===== src/rtl/serial_sub_pkg.sv =====
// Shared types and constants for the bit-serial subtractor.
package serial_sub_pkg;

   typedef enum logic [1:0] {
      IDLE = 2'd0,
      RUN  = 2'd1,
      DONE = 2'd2
   } state_e;

   localparam int DEF_WIDTH = 8;
   localparam int DEF_CNT_W = $clog2(DEF_WIDTH);

   function automatic int cnt_width(input int width);
      return (width < 2) ? 1 : $clog2(width);
   endfunction

endpackage


===== src/rtl/serial_sub8_fullsub.sv =====
// One-bit full-subtractor cell: d = a - b - bin with borrow out.
module fullsub (
   input  logic a,
   input  logic b,
   input  logic bin,
   output logic d,
   output logic bout
);

   assign d    = a ^ b ^ bin;
   assign bout = (~a & b) | (~(a ^ b) & bin);

endmodule


===== src/rtl/serial_sub8.sv =====
// Bit-serial subtractor, diff = a - b, LSB first through one fullsub cell.
// Result is zeroed on signed overflow; bout/flow report borrow and overflow.
//
// state | meaning
// IDLE  | waiting for start, in_ready high
// RUN   | one operand bit per clock, counter tracks bit index
// DONE  | result held with out_valid until out_ready
module serial_sub8
   import serial_sub_pkg::*;
#(
   parameter int WIDTH = DEF_WIDTH
) (
   input  logic             clk,
   input  logic             rst_n,
   input  logic             start,
   input  logic [WIDTH-1:0] a,
   input  logic [WIDTH-1:0] b,
   output logic             in_ready,
   output logic [WIDTH-1:0] diff,
   output logic             bout,
   output logic             flow,
   output logic             out_valid,
   input  logic             out_ready
);

   localparam int CNT_W = cnt_width(WIDTH);
   localparam logic [CNT_W-1:0] LAST_BIT = CNT_W'(WIDTH - 1);

   state_e            state_q, state_d;
   logic [WIDTH-1:0]  a_sh_q, a_sh_d;
   logic [WIDTH-1:0]  b_sh_q, b_sh_d;
   logic [WIDTH-1:0]  res_q, res_d;
   logic              br_q, br_d;
   logic [CNT_W-1:0]  cnt_q, cnt_d;
   logic [WIDTH-1:0]  diff_q, diff_d;
   logic              bout_q, bout_d;
   logic              flow_q, flow_d;
   logic              out_valid_q, out_valid_d;

   logic              d_bit;
   logic              bo_bit;

   fullsub u_fullsub (
      .a    (a_sh_q[0]),
      .b    (b_sh_q[0]),
      .bin  (br_q),
      .d    (d_bit),
      .bout (bo_bit)
   );

   always_comb begin
      state_d     = state_q;
      a_sh_d      = a_sh_q;
      b_sh_d      = b_sh_q;
      res_d       = res_q;
      br_d        = br_q;
      cnt_d       = cnt_q;
      diff_d      = diff_q;
      bout_d      = bout_q;
      flow_d      = flow_q;
      out_valid_d = out_valid_q;
      case (state_q)
         IDLE: begin
            if (start) begin
               a_sh_d  = a;
               b_sh_d  = b;
               br_d    = 1'b0;
               cnt_d   = '0;
               state_d = RUN;
            end
         end
         RUN: begin
            a_sh_d = a_sh_q >> 1;
            b_sh_d = b_sh_q >> 1;
            res_d  = {d_bit, res_q[WIDTH-1:1]};
            br_d   = bo_bit;
            cnt_d  = cnt_q + CNT_W'(1);
            // On the MSB bit br_q is the borrow into the MSB.
            if (cnt_q == LAST_BIT) begin
               flow_d      = br_q ^ bo_bit;
               bout_d      = bo_bit;
               diff_d      = (br_q ^ bo_bit) ? '0 : {d_bit, res_q[WIDTH-1:1]};
               out_valid_d = 1'b1;
               state_d     = DONE;
            end
         end
         DONE: begin
            if (out_ready) begin
               out_valid_d = 1'b0;
               state_d     = IDLE;
            end
         end
         default: state_d = IDLE;
      endcase
   end

   always_ff @(posedge clk or negedge rst_n) begin
      if (!rst_n) begin
         state_q     <= IDLE;
         a_sh_q      <= '0;
         b_sh_q      <= '0;
         res_q       <= '0;
         br_q        <= 1'b0;
         cnt_q       <= '0;
         diff_q      <= '0;
         bout_q      <= 1'b0;
         flow_q      <= 1'b0;
         out_valid_q <= 1'b0;
      end else begin
         state_q     <= state_d;
         a_sh_q      <= a_sh_d;
         b_sh_q      <= b_sh_d;
         res_q       <= res_d;
         br_q        <= br_d;
         cnt_q       <= cnt_d;
         diff_q      <= diff_d;
         bout_q      <= bout_d;
         flow_q      <= flow_d;
         out_valid_q <= out_valid_d;
      end
   end

   assign in_ready  = (state_q == IDLE);
   assign diff      = diff_q;
   assign bout      = bout_q;
   assign flow      = flow_q;
   assign out_valid = out_valid_q;

endmodule


===== config.mk =====
export PLATFORM = sky130hd
export DESIGN_NAME = serial_sub8
export DESIGN_NICKNAME = d
export VERILOG_FILES = /design/src/rtl/serial_sub_pkg.sv /design/src/rtl/serial_sub8_fullsub.sv /design/src/rtl/serial_sub8.sv
export SDC_FILE = /design/constraint.sdc
export NUM_CORES = 1
export LEC_CHECK = 0
export CORE_MARGIN = 3
export CORE_UTILIZATION = 51
export CTS_CLUSTER_DIAMETER = 100
export DETAILED_ROUTE_END_ITERATION = 8
export PLACE_DENSITY_LB_ADDON = 0.2
export SLEW_MARGIN = 30
export SYNTH_ARGS = -nofsm -noshare
export SYNTH_HDL_FRONTEND = slang
export SYNTH_SLANG_ARGS = --single-unit
export TNS_END_PERCENT = 50

===== constraint.sdc =====
create_clock -name clk -period 2 [get_ports clk]
set_input_delay 0.2 -clock clk [delete_from_list [all_inputs] [get_ports clk]]
set_output_delay 0.2 -clock clk [all_outputs]
set_load 0.03 [all_outputs]

==> results of run 1 <==
-- cells by family (layout without fill, tap and decap cells) --
kind of cell | after synthesis | after routing | synth area share
mux | 7 | 7 | 0.05150
flops | 40 | 40 | 0.5722
buf+inv | 12 | 47 | 0.04935
simple gates | 32 | 32 | 0.09585
xor+xnor | 1 | 1 | 0.005008
compound gates | 53 | 53 | 0.2003
fa+ha+maj | 3 | 3 | 0.02575
-- registers in the layout, indices dropped and copies added (netlist names), 2 cells and up --
register / cells
b_sh_q: 8
a_sh_q: 8
cnt_q: 3
diff: 8
state_q: 2
res_q: 7
-- synth_stat cells (2+ instances only) --
master and number:
a21oi_1 7, a22o_1 3, a2bb2oi_1 8, buf_2 3, buf_4 2, buf_6 4, dfrtp_1 40, ha_1 2
inv_1 3, mux2_2 4, mux2_4 3, nand2_1 20, nand2b_1 3, nor2_1 4, o21ai_0 13, o22ai_1 17
-- metal layers --
metal	GRT usage	share of wire	vias to the layer above	wire (um)
met4	0.09499	0.0094	0	31
met1	0.2132	0.41	603	1363
met3	0.04333	0.068	4	224
met5	0	0	-	0
li1	-	-	606	-
met2	0.3067	0.51	40	1688
-- metrics by stage --
step                      std cells  hold slack (ns)
after CTS                       227           0.4070
after detailed placement        218           0.3611
after global placement          218           0.3544
after floorplan                 148         -0.09559
after global routing            227           0.3882
final                           227           0.3415
-- power by group --
part | total (mW) | switching [mW] | internal, mW
sequential | 1.41 | 0.233 | 1.18
combinational | 1.62 | 0.812 | 0.806
clock | 0.421 | 0.254 | 0.167
total | 3.45 | 1.30 | 2.15
-- critical path: cells and delay by family, from the launching register on --
kind,cells,cell delay (ns)
buffers and inverters,1,0.71
DFF,1,0.40
and+or+nand+nor,1,0.20
-- worst max path at each step --
stage	to	startpoint	cells after the start	slack (ns)
after detailed placement	b_sh_q[1]$_DFFE_PN0P_	start	4	0.40
final	in_ready	state_q[0]$_DFFE_PN0P_	2	0.15
after global routing	in_ready	state_q[0]$_DFFE_PN0P_	2	0.08
after CTS	in_ready	state_q[0]$_DFFE_PN0P_	2	0.13
after floorplan	diff[0]$_DFFE_PN0P_	b_sh_q[0]$_DFFE_PN0P_	4	0.42
after global placement	a_sh_q[2]$_DFFE_PN0P_	start	4	0.48
-- cell type report --
class                           count  area (sq um)  area share
Inverter                            3         11.26    0.005266
Clock buffer                        6         51.30     0.02399
Clock inverter                      2         10.01    0.004681
Timing Repair Buffer               36         347.8      0.1627
Tap cell                           44         55.05     0.02575
Multi-Input combinational cell     96         661.9      0.3095
Sequential cell                    40          1001      0.4681
==> reports/summary.txt, run 1 <==
run status -> completed
starting density of the core -> 0.5548
Least-Margin Pin Slew -> 0.4838 ns
FF+latch count, synth -> 40
number of global-route vias before repair -> 1254
Clock Sinks -> 40
Clock Skews -> 0.007738 ns
CP Capture Type -> output pin
FF-to-FF path depth -> 5
gr ovfl total -> 0
Power Total -> 3.450 mW
setup violators final -> 0
leading area contributor after synthesis -> dfrtp_1
critical path class -> flip-flop to output pin
Clock Tree Root -> clkbuf_4
RSZ-0062 raised after global routing -> no
Vias -> 1253
slew margin rel. -> 0.6771
YS warnings -> 0
Iteration-0 DRC Markers -> 72
post-DR wirelength/cell -> 14.57 um
Critical R2R Capture -> diff[5]$_DFFE_PN0P_
commonest non-fill, non-tap cell in the layout -> dfrtp_1
GP Congestion -> 0.7838
post-synthesis cell area -> 1749 sq um
Area contributors post-synth -> dfrtp_1 57%, o22ai_1 6.1%, nand2_1 4.3%
die area -> 4169 sq um
Post-DP HPWL -> 2.354 mm
share of cells above drive strength 1 -> 0.1366
Post-synth EDFFs -> 0
clock-pin slew on the worst setup and hold paths -> 0.11 ns
all-layer global routing usage -> 0.1813
Port Buf Inserts -> 31
Max Cap Viol -> 0
PD cells -> 1613 nW/um^2
CTS buffer count -> 5
Layout Nets -> 205
fmax -> 0.5403 GHz
pin count of the biggest net entering global routing -> 41
DP Area -> 2064 sq um
Rows -> 20
core region area -> 3153 sq um
post-route ant nets -> 0
Critical-path top delay cell -> clkdlybuf4s50_1
crit share post-route -> 0.9254
Leakage Power -> 0.9364 nW
Yosys cell types -> 28
post-synthesis sequential area ratio -> 0.5722
CP arrival -> 1.65 ns
commonest cells after routing, fill and taps aside -> 40 x dfrtp_1, 30 x clkdlybuf4s50_1, 20 x nand2_1, 17 x o22ai_1, 13 x o21ai_0
class of the worst hold path -> input port to asynchronous set/reset pin
worst skew pair latency -> 0.35 ns
H-tree depth -> 2
Pre-Repair DR Iteration Count -> 4
chip height -> 64.57 um
DRC -> 0
ANT cells -> 0
critical-path cell list -> nor2_1 > clkdlybuf4s50_1
setup ws final -> 0.1492 ns
Resize count post-CTS -> 0
Async SR Flop Fraction -> 1.000
max incr delay on CP -> 0.71 ns
Max IR drop VDD -> 0.0007091 V
Slew Viols, Final -> 0
Worst Setup Start Kind -> flip-flop
hold bufs inserted after CTS -> 1
cells after synthesis -> 148
worst r2r src -> b_sh_q[0]$_DFFE_PN0P_
Syn Nets -> 171
post-synthesis average cell area -> 11.82 sq um
Vias/cell -> 5.520
Post-CTS Setup Bufs -> 0
min cycle time layout -> 1.851 ns
Clock Tree Buf Depth -> 2
CP max FO -> 2
initial antenna violation count -> 0
die width -> 64.57 um
Fin. Hold Viols -> 0
first-pass GRT wire length -> 5.733 mm
I/O pins -> 32
CTS tree -> done
Synth Flop Type -> dfrtp_1
total negative setup slack -> 0 ns
reg-to-reg setup timing slack -> 0.47 ns
P&R area growth vs syn -> 22.25%
Req. time, crit path -> 1.80 ns
Place WS -> 0.3996 ns
Final Util -> 0.6782
total wire length -> 3.308 mm
Design Area, Final -> 2138 sq um
Fillers -> 255
top cell type's share of synthesized area -> 0.5722
(Power assumes the default switching activity.)
==> inputs of run 2 (changes only) <==
--- a/config.mk
+++ b/config.mk
@@ -5,9 +5,9 @@
 export SDC_FILE = /design/constraint.sdc
 export NUM_CORES = 1
 export LEC_CHECK = 0
-export CORE_MARGIN = 3
 export CORE_UTILIZATION = 51
 export CTS_CLUSTER_DIAMETER = 100
+export CTS_CLUSTER_SIZE = 30
 export DETAILED_ROUTE_END_ITERATION = 8
 export PLACE_DENSITY_LB_ADDON = 0.2
 export SLEW_MARGIN = 30
==> run 2 against run 1 <==
  * Hold slack better by 0.018 ns
  * Sequential share of layout area up 0.33 points
  * Clock power down 13%
  * Critical path depth unchanged
  * Worst setup slack better by 0.026 ns
  * Clock skew down 0.0032 ns
  * Combinational power about the same
  * Maximum frequency up 1.4%
  * Wire length down 0.94%
  * Power down 1.2%
  * Register-to-register slack worse by 0.02 ns
  * Die area down 12%
  * Critical path type unchanged
  * Largest power group unchanged
==> reports/summary.txt, run 2 (synthesis gave the netlist of run 1 again) <==
run status -> completed (unchanged)
P&R area growth vs syn -> 21.39% (was 22.25%)
RSZ-0062 raised after global routing -> no (unchanged)
Resize count post-CTS -> 0 (unchanged)
Slew Viols, Final -> 0 (unchanged)
commonest cells after routing, fill and taps aside -> 40 x dfrtp_1, 30 x clkdlybuf4s50_1, 20 x nand2_1, 17 x o22ai_1, 13 x o21ai_0 (unchanged)
Layout Nets -> 205 (unchanged)
core region area -> 3153 sq um (unchanged)
die width -> 60.57 um (was 64.57 um)
worst skew pair latency -> 0.34 ns (was 0.35 ns)
number of global-route vias before repair -> 1283 (was 1254)
Reg power frac -> 0.415 (was 0.409)
Leakage Power -> 0.9265 nW (was 0.9364 nW)
first-pass GRT wire length -> 5.513 mm (was 5.733 mm)
min cycle time layout -> 1.825 ns (was 1.851 ns)
NetSw -> 1.294 mW (was 1.299 mW)
CTS tree -> done (unchanged)
CTS buffer count -> 5 (unchanged)
I/O pins -> 32 (unchanged)
Place WS -> 0.4395 ns (was 0.3996 ns)
gr ovfl total -> 0 (unchanged)
critical path class -> flip-flop to output pin (unchanged)
clock share of power -> 0.108 (was 0.122)
Fillers -> 262 (was 255)
Pre-Repair DR Iteration Count -> 4 (unchanged)
slew margin rel. -> 0.6765 (was 0.6771)
all-layer global routing usage -> 0.2116 (was 0.1813)
Req. time, crit path -> 1.80 ns (about the same)
worst r2r src -> b_sh_q[0]$_DFFE_PN0P_ (unchanged)
Iteration-0 DRC Markers -> 71 (was 72)
chip height -> 60.57 um (was 64.57 um)
FF/Latch Area -> 1001 sq um (unchanged)
commonest non-fill, non-tap cell in the layout -> dfrtp_1 (unchanged)
reg-to-reg setup timing slack -> 0.45 ns (was 0.47 ns)
Clock Tree Buf Depth -> 2 (unchanged)
initial antenna violation count -> 0 (unchanged)
Critical R2R Capture -> diff[4]$_DFFE_PN0P_ (was diff[5]$_DFFE_PN0P_)
Sw Share -> 0.3797 (was 0.3765)
Worst Setup SP -> state_q[0]$_DFFE_PN0P_ (unchanged)
ANT cells -> 0 (unchanged)
Port Buf Inserts -> 31 (unchanged)
setup violators final -> 0 (unchanged)
CP arrival -> 1.63 ns (was 1.65 ns)
multi-input logic area -> 661.9 sq um (unchanged)
CP Capture Type -> output pin (unchanged)
crit share post-route -> 0.9126 (was 0.9254)
combinational share of power -> 0.477 (was 0.469)
class of the worst hold path -> input port to asynchronous set/reset pin (unchanged)
fmax -> 0.5479 GHz (was 0.5403 GHz)
Vias/cell -> 5.615 (was 5.520)
total wire length -> 3.277 mm (was 3.308 mm)
starting density of the core -> 0.5548 (unchanged)
Vias -> 1269 (was 1253)
Clock Tree Root -> clkbuf_4 (unchanged)
FF-to-FF path depth -> 5 (unchanged)
Max IR drop VDD -> 0.0007514 V (was 0.0007091 V)
die area -> 3668 sq um (was 4169 sq um)
pin count of the biggest net entering global routing -> 41 (unchanged)
GP Congestion -> 0.7178 (was 0.7838)
H-tree depth -> 2 (unchanged)
setup ws final -> 0.1747 ns (was 0.1492 ns)
Clock Skews -> 0.004495 ns (was 0.007738 ns)
Worst Setup Start Kind -> flip-flop (unchanged)
Clock Sinks -> 40 (unchanged)
Rows -> 20 (unchanged)
Post-DP HPWL -> 2.374 mm (was 2.354 mm)
share of cells above drive strength 1 -> 0.1264 (was 0.1366)
P_int -> 2.114 mW (was 2.151 mW)
Fin. Hold Viols -> 0 (unchanged)
post-route ant nets -> 0 (unchanged)
clock-pin slew on the worst setup and hold paths -> 0.11 ns (about the same)
CP max FO -> 2 (unchanged)
total negative setup slack -> 0 ns (unchanged)
Least-Margin Pin Slew -> 0.4848 ns (was 0.4838 ns)
Max Cap Viol -> 0 (unchanged)
DRC -> 0 (unchanged)
PD cells -> 1605 nW/um^2 (was 1613 nW/um^2)
post-DR wirelength/cell -> 14.50 um (was 14.57 um)
==> run 2: timing repair <==
| item | in CTS | in global routing |
|---|---|---|
| hold buffers | 1 | 0 |
| endpoints found under the hold margin | 40 | 0 |
| buffers inserted | 0 | 0 |
==> run 2: worst max-delay path, cell delays in order (launching register included) <==
cell and delay [ns]:
dfrtp_1 0.40, nor2_1 0.19, clkdlybuf4s50_1 0.70
==> run 2: metal layers <==
layer / routed length [um] / GRT usage / vias up / part of all wire
li1: - / - / 603 / -
met1: 1366 / 0.2409 / 615 / 0.42
met2: 1639 / 0.3658 / 42 / 0.50
met3: 181 / 0.04904 / 9 / 0.055
met4: 89 / 0.1201 / 0 / 0.027
met5: 0 / 0 / - / 0
==> run 2: power groups by stage <==
stage          logic [mW]  clock network, mW  registers, mW
2_1_floorplan        1.04                  0           1.55
3_3_place_gp         1.58                  0           1.41
3_5_place_dp         1.64                  0           1.43
4_1_cts              1.64              0.385           1.42
5_1_grt              1.79              0.420           1.46
6_report             1.63              0.367           1.42
==> run 2: how the worst max path moves through the flow <==
stage                            endpoint  slack [ns]  depth (start not counted)
detailed placement  b_sh_q[1]$_DFFE_PN0P_        0.44                          4
CTS                              in_ready        0.15                          2
global placement    b_sh_q[1]$_DFFE_PN0P_        0.48                          4
finish                           in_ready        0.17                          2
global route                     in_ready        0.09                          2
floorplan             diff[0]$_DFFE_PN0P_        0.42                          4
==> run 2: layout make-up <==
type                            instances  area share
Timing Repair Buffer                   36      0.1638
Sequential cell                        40      0.4714
Inverter                                3    0.005303
Clock inverter                          1    0.002357
Clock buffer                            6     0.01945
Multi-Input combinational cell         96      0.3117
Tap cell                               44     0.02593
==> run 2: through the flow <==
stage	total power, mW	instance area, sq um	utilization	hold WS (ns)	instances
6_report	3.408	2123	0.6734	0.3590	226
5_1_grt	3.670	2123	0.6734	0.4067	226
4_1_cts	3.443	2121	0.6726	0.4159	226
3_5_place_dp	3.067	2064	0.6548	0.3579	218
3_3_place_gp	2.982	2064	0.6548	0.3479	218
2_1_floorplan	2.585	1749	-	-0.09559	148
